--- src/rtl/voice_sequencer_pkg.sv ---
// Shared definitions for the voice sequencer: frame FSM states, mix width
// derivation and the one-hot channel decoder.
package voice_sequencer_pkg;

    typedef enum logic [1:0] {
        IDLE  = 2'd0,
        SCAN  = 2'd1,
        DRAIN = 2'd2,
        DONE  = 2'd3
    } seq_state_t;

    // Upper bound on voice count supported by the shared one-hot decoder.
    localparam int MAX_CHANNELS = 256;
    localparam int MAX_IDX_W    = 8;

    function automatic int mix_width(input int width, input int num_channels);
        return width + $clog2(num_channels);
    endfunction

    function automatic logic [MAX_CHANNELS-1:0] onehot(input logic [MAX_IDX_W-1:0] idx);
        logic [MAX_CHANNELS-1:0] v;
        v      = '0;
        v[idx] = 1'b1;
        return v;
    endfunction

endpackage

--- src/rtl/voice_tag_pipe.sv ---
// Delay line that carries the "this slot belongs to an active voice" bit
// alongside the note generator latency.
module voice_tag_pipe #(
    parameter int DEPTH = 2
) (
    input  logic i_clk,
    input  logic i_rst_n,
    input  logic i_valid,
    output logic o_valid
);

    logic [DEPTH-1:0] r_pipe;

    always_ff @(posedge i_clk or negedge i_rst_n) begin
        if (!i_rst_n) begin
            r_pipe <= '0;
        end else begin
            r_pipe[0] <= i_valid;
            for (int i = 1; i < DEPTH; i++) begin
                r_pipe[i] <= r_pipe[i-1];
            end
        end
    end

    assign o_valid = r_pipe[DEPTH-1];

endmodule

--- src/rtl/voice_sequencer.sv ---
// Time-multiplexes one note generator across NUM_CHANNELS voices and mixes
// the returned samples into one output sample per sample_tick.
module voice_sequencer
    import voice_sequencer_pkg::*;
#(
    parameter int NUM_CHANNELS = 16,
    parameter int NUM_BITS     = 32,
    parameter int WIDTH        = 18,
    parameter int GEN_LAT      = 2,
    parameter int MIX_WIDTH    = mix_width(WIDTH, NUM_CHANNELS),
    localparam int CH_W        = $clog2(NUM_CHANNELS)
) (
    input  logic                    i_clk,
    input  logic                    i_rst_n,
    input  logic                    i_sample_tick,
    input  logic                    i_note_on,
    input  logic                    i_note_off,
    input  logic [CH_W-1:0]         i_note_idx,
    input  logic [NUM_BITS-1:0]     i_note_tw,
    output logic [NUM_CHANNELS-1:0] o_acc_en,
    output logic [NUM_CHANNELS-1:0] o_acc_clr,
    output logic [NUM_CHANNELS-1:0] o_curr_note,
    output logic [NUM_BITS-1:0]     o_tuning_word,
    input  logic [WIDTH-1:0]        i_wave_in,
    output logic [MIX_WIDTH-1:0]    o_mix_out,
    output logic                    o_mix_valid,
    output logic [NUM_CHANNELS-1:0] o_active_mask,
    output logic                    o_overrun
);

    localparam int DRAIN_W = $clog2(GEN_LAT + 1);

    seq_state_t              r_state;
    logic [CH_W-1:0]         r_ch;
    logic [DRAIN_W-1:0]      r_drain_cnt;
    logic [NUM_CHANNELS-1:0] r_frame_mask;
    logic [NUM_CHANNELS-1:0] r_active;
    logic [NUM_CHANNELS-1:0] r_pending_clr;
    logic [NUM_CHANNELS-1:0] r_acc_en;
    logic [NUM_CHANNELS-1:0] r_curr_note;
    logic [NUM_BITS-1:0]     r_tw [NUM_CHANNELS];
    logic [NUM_BITS-1:0]     r_tuning_word;
    logic [MIX_WIDTH-1:0]    r_acc;
    logic [MIX_WIDTH-1:0]    r_mix_out;
    logic                    r_mix_valid;
    logic                    r_overrun;

    logic [NUM_CHANNELS-1:0] w_idx_onehot;
    logic [CH_W-1:0]         w_load_ch;
    logic [NUM_CHANNELS-1:0] w_load_sel;
    logic                    w_load_active;
    logic [NUM_BITS-1:0]     w_load_tw;
    logic                    w_tag_valid;
    logic [MIX_WIDTH-1:0]    w_wave_ext;
    logic [MIX_WIDTH-1:0]    w_acc_next;

    assign w_idx_onehot = NUM_CHANNELS'(onehot(MAX_IDX_W'(i_note_idx)));

    // Generator outputs are registered, so the voice presented next cycle is
    // chosen here: voice 0 when a frame starts, otherwise the following voice.
    assign w_load_ch     = (r_state == IDLE) ? '0 : r_ch + CH_W'(1);
    assign w_load_sel    = NUM_CHANNELS'(onehot(MAX_IDX_W'(w_load_ch)));
    assign w_load_active = (r_state == IDLE) ? r_active[w_load_ch] : r_frame_mask[w_load_ch];
    assign w_load_tw     = (i_note_on && (i_note_idx == w_load_ch)) ? i_note_tw : r_tw[w_load_ch];

    assign w_wave_ext = {{(MIX_WIDTH-WIDTH){i_wave_in[WIDTH-1]}}, i_wave_in};
    assign w_acc_next = w_tag_valid ? (r_acc + w_wave_ext) : r_acc;

    voice_tag_pipe #(
        .DEPTH(GEN_LAT)
    ) u_tag_pipe (
        .i_clk  (i_clk),
        .i_rst_n(i_rst_n),
        .i_valid(|r_acc_en),
        .o_valid(w_tag_valid)
    );

    // Note event table; phase clears are held until an IDLE cycle so they
    // never coincide with an accumulate enable.
    always_ff @(posedge i_clk or negedge i_rst_n) begin
        if (!i_rst_n) begin
            for (int i = 0; i < NUM_CHANNELS; i++) begin
                r_tw[i] <= '0;
            end
            r_active      <= '0;
            r_pending_clr <= '0;
        end else begin
            if (i_note_on) begin
                r_tw[i_note_idx] <= i_note_tw;
                r_active         <= r_active | w_idx_onehot;
            end else if (i_note_off) begin
                r_active <= r_active & ~w_idx_onehot;
            end
            r_pending_clr <= ((r_state == IDLE) ? '0 : r_pending_clr)
                           | (i_note_on ? w_idx_onehot : '0);
        end
    end

    always_ff @(posedge i_clk or negedge i_rst_n) begin
        if (!i_rst_n) begin
            r_state       <= IDLE;
            r_ch          <= '0;
            r_drain_cnt   <= '0;
            r_frame_mask  <= '0;
            r_acc_en      <= '0;
            r_curr_note   <= '0;
            r_tuning_word <= '0;
            r_acc         <= '0;
            r_mix_out     <= '0;
            r_mix_valid   <= 1'b0;
            r_overrun     <= 1'b0;
        end else begin
            r_mix_valid <= 1'b0;
            if (i_sample_tick && (r_state != IDLE)) begin
                r_overrun <= 1'b1;
            end
            case (r_state)
                IDLE: begin
                    if (i_sample_tick) begin
                        r_state       <= SCAN;
                        r_ch          <= '0;
                        r_acc         <= '0;
                        r_frame_mask  <= r_active;
                        r_curr_note   <= w_load_sel;
                        r_acc_en      <= w_load_active ? w_load_sel : '0;
                        r_tuning_word <= w_load_tw;
                    end
                end
                SCAN: begin
                    r_acc <= w_acc_next;
                    if (r_ch == CH_W'(NUM_CHANNELS - 1)) begin
                        r_state       <= DRAIN;
                        r_drain_cnt   <= '0;
                        r_curr_note   <= '0;
                        r_acc_en      <= '0;
                        r_tuning_word <= '0;
                    end else begin
                        r_ch          <= w_load_ch;
                        r_curr_note   <= w_load_sel;
                        r_acc_en      <= w_load_active ? w_load_sel : '0;
                        r_tuning_word <= w_load_tw;
                    end
                end
                DRAIN: begin
                    r_acc <= w_acc_next;
                    // The last drain cycle folds in the final voice directly.
                    if (r_drain_cnt == DRAIN_W'(GEN_LAT - 1)) begin
                        r_state     <= DONE;
                        r_mix_out   <= w_acc_next;
                        r_mix_valid <= 1'b1;
                    end else begin
                        r_drain_cnt <= r_drain_cnt + DRAIN_W'(1);
                    end
                end
                DONE: begin
                    r_state <= IDLE;
                end
                default: begin
                    r_state <= IDLE;
                end
            endcase
        end
    end

    assign o_acc_clr     = (r_state == IDLE) ? r_pending_clr : '0;
    assign o_acc_en      = r_acc_en;
    assign o_curr_note   = r_curr_note;
    assign o_tuning_word = r_tuning_word;
    assign o_mix_out     = r_mix_out;
    assign o_mix_valid   = r_mix_valid;
    assign o_active_mask = r_active;
    assign o_overrun     = r_overrun;

endmodule

--- config.mk ---
export PLATFORM = sky130hd
export DESIGN_NAME = voice_sequencer
export DESIGN_NICKNAME = d
export VERILOG_FILES = /design/src/rtl/voice_sequencer_pkg.sv /design/src/rtl/voice_tag_pipe.sv /design/src/rtl/voice_sequencer.sv
export SDC_FILE = /design/constraint.sdc
export NUM_CORES = 1
export LEC_CHECK = 0
export BUFFER_PORTS_ARGS = -buffer_cell sky130_fd_sc_hd__buf_4
export CORE_AREA = 2 2 305 307
export CTS_BUF_LIST = sky130_fd_sc_hd__clkbuf_4 sky130_fd_sc_hd__clkbuf_8
export CTS_CLUSTER_DIAMETER = 30
export DETAILED_ROUTE_END_ITERATION = 10
export DIE_AREA = 0 0 307 309
export SLEW_MARGIN = 20
export SYNTH_ARGS = -nofsm -noshare
export SYNTH_HDL_FRONTEND = slang
export SYNTH_HIERARCHICAL = 1
export SYNTH_SLANG_ARGS = --single-unit
--- constraint.sdc ---
create_clock -name i_clk -period 3.75 [get_ports i_clk]
set_input_delay 0.1875 -clock i_clk [delete_from_list [all_inputs] [get_ports i_clk]]
set_output_delay 0.1875 -clock i_clk [all_outputs]
set_load 0.02 [all_outputs]
==> out/metrics.yaml <==
clock_network:
  h-tree-depth: 4
  cts_hold_buf: 55
  cts_tree: "yes"
  clock_latency_ns: 0.80
  cts_buffer_depth: 3
  postCtsSetupBuffers: 0
  cts_resized: 0
  clkSlewWorstSetupHoldPaths_ns: 0.06
  cts.sinks: 680
  clockRootBuffer: "clkbuf_8"
  numCtsBuffers: 148
sta:
  clock.fmax_mhz: 319
  min_period_ns: 3.13
  slew_headroom_pct: 29.7
  rsz0062_at_grt: "false"
  tightest_slew_ns: 1.05
  final.period_utilization_pct: 83.6
  hold_violations: 0
  setup_viol: 0
  setup_tns_ns: 0
  fin_skew_ns: 0.0501
  slew_violations: 0
synthesis:
  yosys-top-cells-count: "680 x dfrtp_1, 516 x mux2_2, 295 x nand2_1, 152 x clkbuf_1, 127 x mux2i_1"
  synth-seq-cells: 680
  synth_top_area_cell: "dfrtp_1"
  syn_area_per_cell_sq_um: 11.7
  yosysWarnings: 6
  synth-edff-count: 0
  synth_top_area_share_pct: 53.5
  async_flop_share_pct: 100
  synth.area.top_cells: "dfrtp_1 53%, mux2_2 18%, mux2i_1 4.0%"
  synth_nets: 2796
  synthCells: 2710
  yosys_most_used_dff: "dfrtp_1"
  yosysSeqAreaShare_pct: 53.5
  yosys.cell_count.top_type: "dfrtp_1"
  syn-cell-area_sq_um: 31800
  ys_types: 70
placement:
  numPortBuffers: 178
  place_congestion: 0.824
  hpwlAfterDp_um: 62300
  dp_cells: 3942
global_route:
  grt_overflow: 0
  grt_busiest_layer: "met2"
  grt_first_pass_wirelength_um: 155000
  grt_max_degree: 120
  grt_antenna_before_repair: 5
  grtUsageMet1_pct: 29.6
  grt_use_met3_pct: 4.98
  grt_pass1_vias: 24100
  use_met2_pct: 33.4
  grtUsageTotal_pct: 21.6
run:
  drv_cap: 0
die:
  ios: 179
  die-area_sq_um: 94900
  die_w_um: 307
  die_h_um: 309
  floorplan.initialDensity_pct: 34.8
  coreArea_sq_um: 91400
  num_rows: 111
worst_setup_path:
  cp.arrival_ns: 3.80
  cp_max_fo: 41
  crit_type: "reg -> reg"
  crit_required_ns: 4.42
  endpoint_kind: "flip-flop"
  crit_chain: "ha_4 > buf_4 > mux4_2 > o221ai_1 > nor4_1 > a31oi_1 > nand2_1"
  cp-start-kind: "flip-flop"
  cpMaxStageDelayCell: "ha_4"
  worst_path_largest_cell_delay_ns: 0.80
  r2r_slack_ns: 0.62
routing:
  vias_per_cell: 5.57
  drt-initial-drc-count: 2074
  vias: 23700
  drtAntennaViolNets: 0
  wire_per_inst_um: 24.2
  drtPass1Iterations: 6
  drc: 0
  finalWirelength_um: 103000
power_and_ir_drop:
  ir_drop_mv: 0.606
  power.density_nw_per_um2: 832
  p_leak_nw: 17.1
cells_and_area:
  fillerInstances: 8621
  area_growth_syn_to_layout_pct: 21.5
  final_cells: 4258
  nets: 3047
  drive_above_1_share_pct: 35.4
outcome:
  status: "finished, final reports clean"
hold_path:
  hold_class: "in -> reg"
path summary, 6_finish.rpt:
| path | cells past startpoint | to | startpoint |
|---|---|---|---|
| hold / removal | 4 | r_acc[15] | i_wave_in[15] |
| min in group asynchronous | 3 | r_tw[313] | i_rst_n |
| setup / recovery | 7 | o_tuning_word[0] | r_ch[1] |
| setup reg to reg | 7 | o_tuning_word[0] | r_ch[1] |
| hold reg to reg | 0 | u_tag_pipe/r_pipe[1] | u_tag_pipe/r_pipe[0] |
| max in group asynchronous | 3 | r_tw[487] | i_rst_n |
flip-flops by register name, indices dropped and copies added, names as in the netlist, 16 cells and up, named ones only:
| register | count |
|---|---|
| r_tw | 512 |
| o_tuning_word | 32 |
| o_mix_out | 22 |
| r_acc | 22 |
| o_acc_en | 16 |
| o_curr_note | 16 |
| r_frame_mask | 16 |
| r_pending_clr | 16 |
critical path, delay by kind of cell (launching register included):
family | cells | cell delay (ns)
multiplexers | 1 | 0.59
AO/OA/AOI/OAI | 2 | 0.35
adder cells (fa/ha/maj) | 1 | 0.80
flip-flops | 1 | 0.49
AND/OR/NAND/NOR | 2 | 0.14
buffers and inverters | 1 | 0.64
logic make-up after synthesis:
| family | synth area share (%) |
|---|---|
| flip-flops | 53.5 |
| multiplexers | 22.8 |
| AO/OA/AOI/OAI | 11.5 |
| AND/OR/NAND/NOR | 7.45 |
| buffers and inverters | 3.12 |
| adder cells (fa/ha/maj) | 1.09 |
| XOR/XNOR | 0.578 |
power by group:
part	switching, mW	internal [mW]
combinational	7.43	5.11
clock	3.58	5.48
sequential	1.29	9.28
metal layers:
metal | share of wire [%] | up-vias
li1 | - | 10400
met1 | 45 | 12200
met2 | 46 | 915
met3 | 7.0 | 191
met4 | 2.9 | 4
met5 | 0.021 | -
layout by cell type (no fill, tap or decap), types with 13 or more instances in the layout:
| cell | count |
|---|---|
| buf_4 | 245 |
| o21ai_0 | 107 |
| nand2_1 | 292 |
| o22ai_1 | 112 |
| a21oi_1 | 71 |
| mux2_2 | 516 |
| buf_12 | 17 |
| a22o_1 | 37 |
| mux2i_1 | 127 |
| and2_1 | 19 |
| inv_1 | 20 |
| nor2_1 | 86 |
| bufinv_16 | 13 |
| clkbuf_4 | 20 |
| ha_1 | 24 |
| dlygate4sd3_1 | 54 |
| o22a_1 | 14 |
| o211ai_1 | 26 |
| o221ai_1 | 21 |
| a211oi_1 | 18 |
| a22oi_1 | 34 |
| clkinv_2 | 24 |
| dfrtp_1 | 679 |
| a21o_1 | 25 |
| clkbuf_8 | 180 |
| nand3_1 | 54 |
final cells by class:
cell class	instances	area (sq um)	share of cell area, %
Sequential cell	680	17000	44.0
Timing Repair Buffer	317	2740	7.07
Inverter	26	97.6	0.252
Multi-Input combinational cell	1788	14000	36.1
Clock buffer	200	2630	6.79
Antenna cell	2	5.00	0.0129
Tap cell	1186	1480	3.84
Clock inverter	59	723	1.87
per-stage QoR:
step                      worst slack [ns]  power [mW]  util [%]  hold slack [ns]  cell area, sq um
after floorplan                       1.23        18.4         -           -0.108             31800
after global placement               0.632        22.9      38.0            0.146             34800
after detailed placement             0.645        23.0      38.0            0.154             34800
after CTS                            0.640        32.2      42.3          0.00812             38700
after global routing                 0.481        33.8      42.3           0.0715             38700
final                                0.615        32.2      42.3           0.0766             38700
No activity file was read; power rests on OpenSTA's default activity.
